===== config.mk =====
export PLATFORM = sky130hd
export DESIGN_NAME = pipe_hazard_ctrl
export DESIGN_NICKNAME = d
export VERILOG_FILES = /design/src/rtl/pipe_hazard_ctrl.sv
export SDC_FILE = /design/constraint.sdc
export NUM_CORES = 1
export LEC_CHECK = 0
export ABC_CLOCK_PERIOD_IN_PS = 1700
export CORE_UTILIZATION = 30
export DETAILED_ROUTE_END_ITERATION = 10
export GPL_ROUTABILITY_DRIVEN = 1
export GPL_TIMING_DRIVEN = 0
export PLACE_DENSITY_LB_ADDON = 0.08
export SYNTH_ARGS = -nofsm -noshare
export SYNTH_HDL_FRONTEND = slang
export SYNTH_SLANG_ARGS = --single-unit

===== constraint.sdc =====
create_clock -name clk -period 1.7 [get_ports clk]
set_input_delay 0.425 -clock clk [delete_from_list [all_inputs] [get_ports clk]]
set_output_delay 0.425 -clock clk [all_outputs]
set_load 0.005 [all_outputs]

===== src/rtl/pipe_hazard_ctrl.sv =====
// pipe_hazard_ctrl: sequencing controller for a 5-stage MIPS pipeline.
// It detects load-use hazards, flushes the younger stages on a branch taken
// in MEM, and freezes the pipeline while data memory is busy. A memory wait
// is bounded by MEM_TIMEOUT frozen cycles.
// Optional feature macro: PIPE_CTRL_PERF_EN enables the saturating stall and
// flush performance counters. Without it both counters read as constant 0.
module pipe_hazard_ctrl #(
    parameter int MEM_TIMEOUT = 255,
    parameter int TO_W        = 8,
    parameter int CNT_W       = 16
) (
    input  logic             clk,
    input  logic             rst_n,
    input  logic [4:0]       id_rs,
    input  logic [4:0]       id_rt,
    input  logic             id_uses_rt,
    input  logic             ex_mem_read,
    input  logic [4:0]       ex_rd,
    input  logic             mem_branch,
    input  logic             mem_zero,
    input  logic             dmem_req,
    input  logic             dmem_ready,
    output logic             pc_we,
    output logic             ifid_we,
    output logic             idex_we,
    output logic             exmem_we,
    output logic             pc_src,
    output logic             ifid_flush,
    output logic             idex_bubble,
    output logic             exmem_flush,
    output logic             memwb_bubble,
    output logic             mem_err,
    output logic [CNT_W-1:0] stall_cycles,
    output logic [CNT_W-1:0] flush_count
);

    typedef enum logic {
        RUN  = 1'b0,
        WAIT = 1'b1
    } state_t;

    // The last WAIT count before a forced release
    localparam logic [TO_W-1:0] TO_LAST = TO_W'(MEM_TIMEOUT - 1);

    state_t          state_q, state_d;
    logic [TO_W-1:0] wait_cnt_q, wait_cnt_d;
    logic            mem_err_q, mem_err_d;

    logic to_hit;
    logic freeze;
    logic taken;
    logic load_use;
    logic load_use_eff;

    // Hazard detection, priority resolution and next-state logic
    always_comb begin
        to_hit   = (state_q == WAIT) && (wait_cnt_q == TO_LAST);
        freeze   = dmem_req && !dmem_ready && !to_hit;
        taken    = mem_branch && mem_zero;
        load_use = ex_mem_read && (ex_rd != 5'd0) &&
                   ((ex_rd == id_rs) || (id_uses_rt && (ex_rd == id_rt)));
        // A taken branch flushes the dependent instruction, so no stall then
        load_use_eff = load_use && !freeze && !taken;

        state_d    = freeze ? WAIT : RUN;
        wait_cnt_d = (freeze && (state_q == WAIT)) ? (wait_cnt_q + TO_W'(1)) : '0;
        mem_err_d  = mem_err_q || (to_hit && !dmem_ready);
    end

    // Stage enables and flush controls; reset forces every buffer to a NOP
    always_comb begin
        pc_we        = 1'b1;
        ifid_we      = 1'b1;
        idex_we      = 1'b1;
        exmem_we     = 1'b1;
        pc_src       = 1'b0;
        ifid_flush   = 1'b0;
        idex_bubble  = 1'b0;
        exmem_flush  = 1'b0;
        memwb_bubble = 1'b0;
        if (!rst_n) begin
            pc_we        = 1'b0;
            ifid_we      = 1'b0;
            idex_we      = 1'b0;
            exmem_we     = 1'b0;
            ifid_flush   = 1'b1;
            idex_bubble  = 1'b1;
            exmem_flush  = 1'b1;
            memwb_bubble = 1'b1;
        end else if (freeze) begin
            pc_we        = 1'b0;
            ifid_we      = 1'b0;
            idex_we      = 1'b0;
            exmem_we     = 1'b0;
            memwb_bubble = 1'b1;
        end else if (taken) begin
            pc_src      = 1'b1;
            ifid_flush  = 1'b1;
            idex_bubble = 1'b1;
            exmem_flush = 1'b1;
        end else if (load_use_eff) begin
            pc_we       = 1'b0;
            ifid_we     = 1'b0;
            idex_bubble = 1'b1;
        end
    end

    // State, wait counter and sticky error registers
    always_ff @(posedge clk) begin
        if (!rst_n) begin
            state_q    <= RUN;
            wait_cnt_q <= '0;
            mem_err_q  <= 1'b0;
        end else begin
            state_q    <= state_d;
            wait_cnt_q <= wait_cnt_d;
            mem_err_q  <= mem_err_d;
        end
    end

    assign mem_err = mem_err_q;

`ifdef PIPE_CTRL_PERF_EN
    logic [CNT_W-1:0] stall_q, stall_d;
    logic [CNT_W-1:0] flush_q, flush_d;

    // Saturating performance counters
    always_comb begin
        stall_d = stall_q;
        flush_d = flush_q;
        if ((freeze || load_use_eff) && (stall_q != '1)) begin
            stall_d = stall_q + CNT_W'(1);
        end
        if (taken && !freeze && (flush_q != '1)) begin
            flush_d = flush_q + CNT_W'(1);
        end
    end

    // Counter registers, cleared only by reset
    always_ff @(posedge clk) begin
        if (!rst_n) begin
            stall_q <= '0;
            flush_q <= '0;
        end else begin
            stall_q <= stall_d;
            flush_q <= flush_d;
        end
    end

    assign stall_cycles = stall_q;
    assign flush_count  = flush_q;
`else
    assign stall_cycles = '0;
    assign flush_count  = '0;
`endif

endmodule


### Word-level counts from Yosys, hierarchy flattened

Cells that the tools add are included.
Widths: inputs -> output; s select.

* equal/unequal tests: 3
* add/subtract/negate cells: 1
* multiplexer cells: 16
* reduce and logical (&&, ||, !) cells: 19

Operators with widths (number)
* $mux 1: 16
* $logic_and 1x1->1: 11
* $eq 5x5->1: 2
* $add 8x1->8 const B: 1
* $eq 8x8->1 const B: 1
* $reduce_bool 5->1: 1
* $logic_not 1->1: 4
* $logic_or 1x1->1: 2
* $reduce_and 2->1: 1

* register bits after elaboration: 10
* output and inout bits: 42
* word-level logic and storage cells: 42

### Logic depth before layout (Yosys ltp)

* word-level depth: 11
* gate-level depth with buffers: 7

### Least setup slack after synthesis

OpenSTA, ideal clock, no wires.

* kind: in2out
* start point: input port ex_rd[1]
* end point: output port pc_we
* path buffers: 1
* path slack: -130 ps
* stages: 5
* arrival time: 1405 ps
* cell sequence: or4_1 > o21a_1 > nand2_1 > o21ba_2 > buf_4

* word-level cells in the longest chain between the ends: 10
* elaborated cells between the ends (all ways): 13
* classes of those cells: 2 x eq/ne; 4 x mux; 7 x reduce/logical

RTL lines
* from (decl): RTL line 18 `input logic [4:0] ex_rd,`
* $eq 5x5->1: RTL line 61 `((ex_rd == id_rs) || (id_uses_rt && (ex_rd == id_rt)));`
* $logic_and 1x1->1: RTL line 61
* $logic_or 1x1->1: RTL line 61
* $logic_and 1x1->1 *: RTL line 60 `load_use = ex_mem_read && (ex_rd != 5'd0) &&`
* $logic_and 1x1->1 * (2 in a row): RTL line 63 `load_use_eff = load_use && !freeze && !taken;`
* $mux 1 * (4 in a row)
* to (decl): RTL line 23 `output logic pc_we,`

Mark *: on every way between the ends. The rest lies on a longest branch, timed or not.

### Worst setup path after layout

* start point: input port ex_rd[3]
* end point: output port pc_we

* word-level cells in the longest chain between the ends: 10
* elaborated cells between the ends (all ways): 13
* classes of those cells: 2 x eq/ne; 4 x mux; 7 x reduce/logical

RTL lines
* $eq 5x5->1: RTL line 61
* $logic_and 1x1->1: RTL line 61
* $logic_or 1x1->1: RTL line 61
* $logic_and 1x1->1 *: RTL line 60
* $logic_and 1x1->1 * (2 in a row): RTL line 63
* $mux 1 *: RTL line 101 `end else if (load_use_eff) begin`
* $mux 1 *: RTL line 96 `end else if (taken) begin`
* $mux 1 *: RTL line 90 `end else if (freeze) begin`
* $mux 1 *: RTL line 81 `if (!rst_n) begin`

Marks and branches as above.

==> key figures <==
Power and ir drop
  – Comb power frac: 0.346
  – Flop pwr share: 0.394
  – VDD IR max: roughly 0.00031 V
  – P_leak: slightly above 0.7 nW
  – Clock Power Share: 0.261
  – Net Sw Power: 151 uW
  – Pwr Density: 431 mW/mm2
  – Int Power: approximately 450 uW
  – Switch share: 0.251
  – Power, Total: around 600 uW

Clock tree
  – Clk slew on worst S/H paths: roughly 0.060 ns
  – Clk sinks: 10
  – CTS max path bufs: 2
  – Inserted Clock Buffers: 3
  – H-Tree Depth: 1
  – CTS tree: built
  – CTS root buf: clkbuf_4
  – # hold bufs at CTS: 0
  – Worst-Skew Late Latency: around 0.26 ns

Timing
  – Final hold vios: 0
  – Final Setup Violations: 9
  – Post-route setup slack: -0.390 ns
  – Slew @ Worst Pin: between 0.6 and 0.7 ns
  – Highest Clock Rate: between 400 and 500 MHz
  – Slew Viols, Final: 0
  – RSZ-0062 raised after global routing: yes
  – Final Cycle Share: 1.23
  – Clk_skew: between 0.001 and 0.0015 ns
  – Final worst path period need: between 2 and 2.5 ns
  – Relative slew slack: 0.544

Critical path
  – FF-to-FF End: wait_cnt_q[4]
  – CP startpoint: ex_rd[3]
  – Cells on worst reg2reg path: 6
  – Largest delay share family, worst path: simple AND/OR/NAND/NOR gates
  – Slowest cell delay on critical path: 0.52 ns
  – Required time of the critical path: around 1.3 ns
  – Worst Path Max Fanout: 3
  – Critical path depth in cells: 7
  – Worst r2r src: wait_cnt_q[0]
  – CP max-delay cell: or4_1
  – Data arrival, critical path: 1.67 ns
  – Critical Path Sink: pc_we
  – Critical path buffer and inverter count: 3
  – Crit-path cells: buf_6, or4_1, o21a_1, nand2_1, o21ba_4, buf_6, buf_6
  – Startpoint Class: input pin
  – CP Class: in2out
  – Worst path most repeated cell: buf_6
  – Worst reg-to-reg setup slack: 0.10 ns
  – Critical Path End Type: output pin

Floorplan
  – Die width: 55.0 um
  – Initial core utilization: 0.328
  – Die area: roughly 0.003 mm2
  – Core Region: between 0.002 and 0.003 mm2
  – Die height: ~55 um
  – Core Rows: 18
  – I/O Pins: 65

Global routing
  – Global route overflow: 0
  – Gr usage total: 0.113
  – Vias in the first global route: 660
  – Largest net degree at the start of global routing: 9
  – Initial antenna violation count: 0
  – First-pass GRT wire length: approximately 2500 um

Yosys
  – Post-Syn Area: about 840 um2
  – Post-synthesis adder-cell area fraction: 0.0297
  – Netlist cell types: 24
  – Area share of xor/xnor cells in the synthesized design: 0.156
  – Synth Area in Compound Gates: 0.0727
  – Sequential share of the synthesized area: 0.237
  – Post-synthesis cell count: 107
  – Post-Synth Simple-Gate Area: 0.171
  – Synth Area per Inst: between 7 and 8 um2
  – Yosys warns: 0
  – Largest family of logic cells by synthesized area: buffers and inverters
  – Mux share of post-synthesis cell area: 0
  – Synth Register Bits: 10

Layout
  – Post-route cell area: between 0.001 and 0.0015 mm2
  – Ant. Diodes: 0
  – Nets: around 210
  – Synth-to-Final Area Change: 65.0%
  – Layout cell share with drive strength beyond 1: 0.392

Run status
  – Status: finished, violations left
  – Violated checks: negative setup slack

Hold path
  – Hold Crit Class: reg2reg

Place
  – Area of placed instances: around 0.0013 mm2
  – Detailed Place HPWL: 1360 um
  – I/O Buffers: 32
  – GP Congestion: about 0.69

Route
  – Routed length per instance: between 8 and 9 um
  – Final wirelength: around 1700 um
  – Antenna Nets Post-Route: 0
  – DRC viols: 0
  – DR vias: a little over 800
  – Vias per inst: ~3.8
  – Iter 0 DRT Violations: 4
  – Initial DRT Pass Iterations: 4

Run
  – Max_cap viols: 0
[metal layers]
layer / routed length, um / track usage
met1: 718 / 0.120
met2: 770 / 0.197
met3: 205 / 0.0410
met4: 22 / 0.0500
met5: 0 / 0
[kinds of logic after synthesis]
kind of cell | Yosys count
AOI/OAI and AO/OA | 8
buffers and inverters | 39
other | 1
and+or+nand+nor | 32
xor gates and xnor gates | 15
adders and majority gates | 2
DFF | 10
[how the worst min path moves through the flow]
stage | from | to | depth (start not counted)
after floorplan | wait_cnt_q[0] | wait_cnt_q[0] | 1
after global placement | wait_cnt_q[0] | wait_cnt_q[0] | 1
after detailed placement | wait_cnt_q[0] | wait_cnt_q[0] | 1
after CTS | mem_err | mem_err | 2
after global routing | wait_cnt_q[0] | wait_cnt_q[0] | 2
final | mem_err | mem_err | 2
[tightest hold or removal path, stage by stage, from the launching register on]
cell and delay (ns):
dfxtp_1 0.33, nor2_1 0.05, nor2_1 0.07
[synthesized netlist by cell type]
cell,number,area [um2]
ha_1,2,25.0
dfxtp_1,10,200
o211ai_1,1,7.51
nor4_1,1,6.26
nand2_1,7,26.3
o21ai_0,1,5.00
nand3_1,3,15.0
nand4_1,2,12.5
or4_1,1,7.51
nor2b_1,1,6.26
buf_4,35,263
o21ba_2,1,10.0
xnor2_1,4,35.0
o2111ai_1,1,8.76
nor3_1,3,15.0
o21a_1,1,7.51
xor2_1,11,96.3
conb_1,1,3.75
a21oi_1,1,5.00
inv_1,4,15.0
o21ai_2,1,8.76
or3_1,1,6.26
nor2_1,13,48.8
a32oi_1,1,8.76
[area by class of cell]
cell class                 instances  area (um2)
clock buffer                       3        22.5
inverter                           4        15.0
sequential                        10         203
fill                             256        1180
tap                               30        37.5
timing repair buffer              40         332
buffer                            35         267
multi-input combinational         89         515
[metrics by stage]
step / hold slack (ns) / TNS [ns] / instances / util / setup WS (ns)
floorplan: 0.430 / -0.157 / 138 / - / -0.130
global placement: 0.443 / -6.75 / 200 / 0.513 / -1.14
detailed placement: 0.454 / -6.81 / 200 / 0.513 / -1.14
CTS: 0.497 / -2.61 / 209 / 0.533 / -0.383
global route: 0.536 / -3.85 / 211 / 0.542 / -0.503
finish: 0.483 / -2.59 / 211 / 0.542 / -0.390
[placed cells by master, fill, tap and decap left out]
master / n
buf_4: 41
conb_1: 32
nor2_1: 13
xor2_1: 11
clkdlybuf4s50_1: 9
buf_2: 8
dfxtp_1: 8
buf_6: 7
dlygate4sd2_1: 7
nand2_1: 6
xnor2_1: 4
nor3_1: 3
clkbuf_4: 3
inv_2: 2
nand4_1: 2
inv_1: 2
nand3_1: 2
clkbuf_2: 2
dfxtp_2: 2
nor2b_4: 1
o21ai_2: 1
nand2_2: 1
nor4_1: 1
a32oi_1: 1
or4_1: 1
o21a_1: 1
nand3_2: 1
o211ai_1: 1
o21ba_4: 1
o2111ai_1: 1
o21ai_0: 1
or3_1: 1
a21oi_1: 1
ha_4: 1
ha_1: 1
clkdlybuf4s15_1: 1
[flip-flops by register name (all words and copies together) (netlist names)]
name and count:
state_q 1, wait_cnt_q 8, mem_err 1
[repair_timing]
item,in CTS,in global routing
resized for setup,78,7
pin swaps,20,1
setup endpoints to repair,9,9
setup buffers,6,2
[power by group through the flow]
stage / Combinational [mW] / Sequential, mW / Clock (mW)
after floorplan: 0.113 / 0.241 / 0
after global placement: 0.203 / 0.241 / 0
after detailed placement: 0.203 / 0.241 / 0
after CTS: 0.196 / 0.236 / 0.162
after global routing: 0.230 / 0.236 / 0.176
final: 0.207 / 0.236 / 0.156
Power figures use the tool's default switching activity.
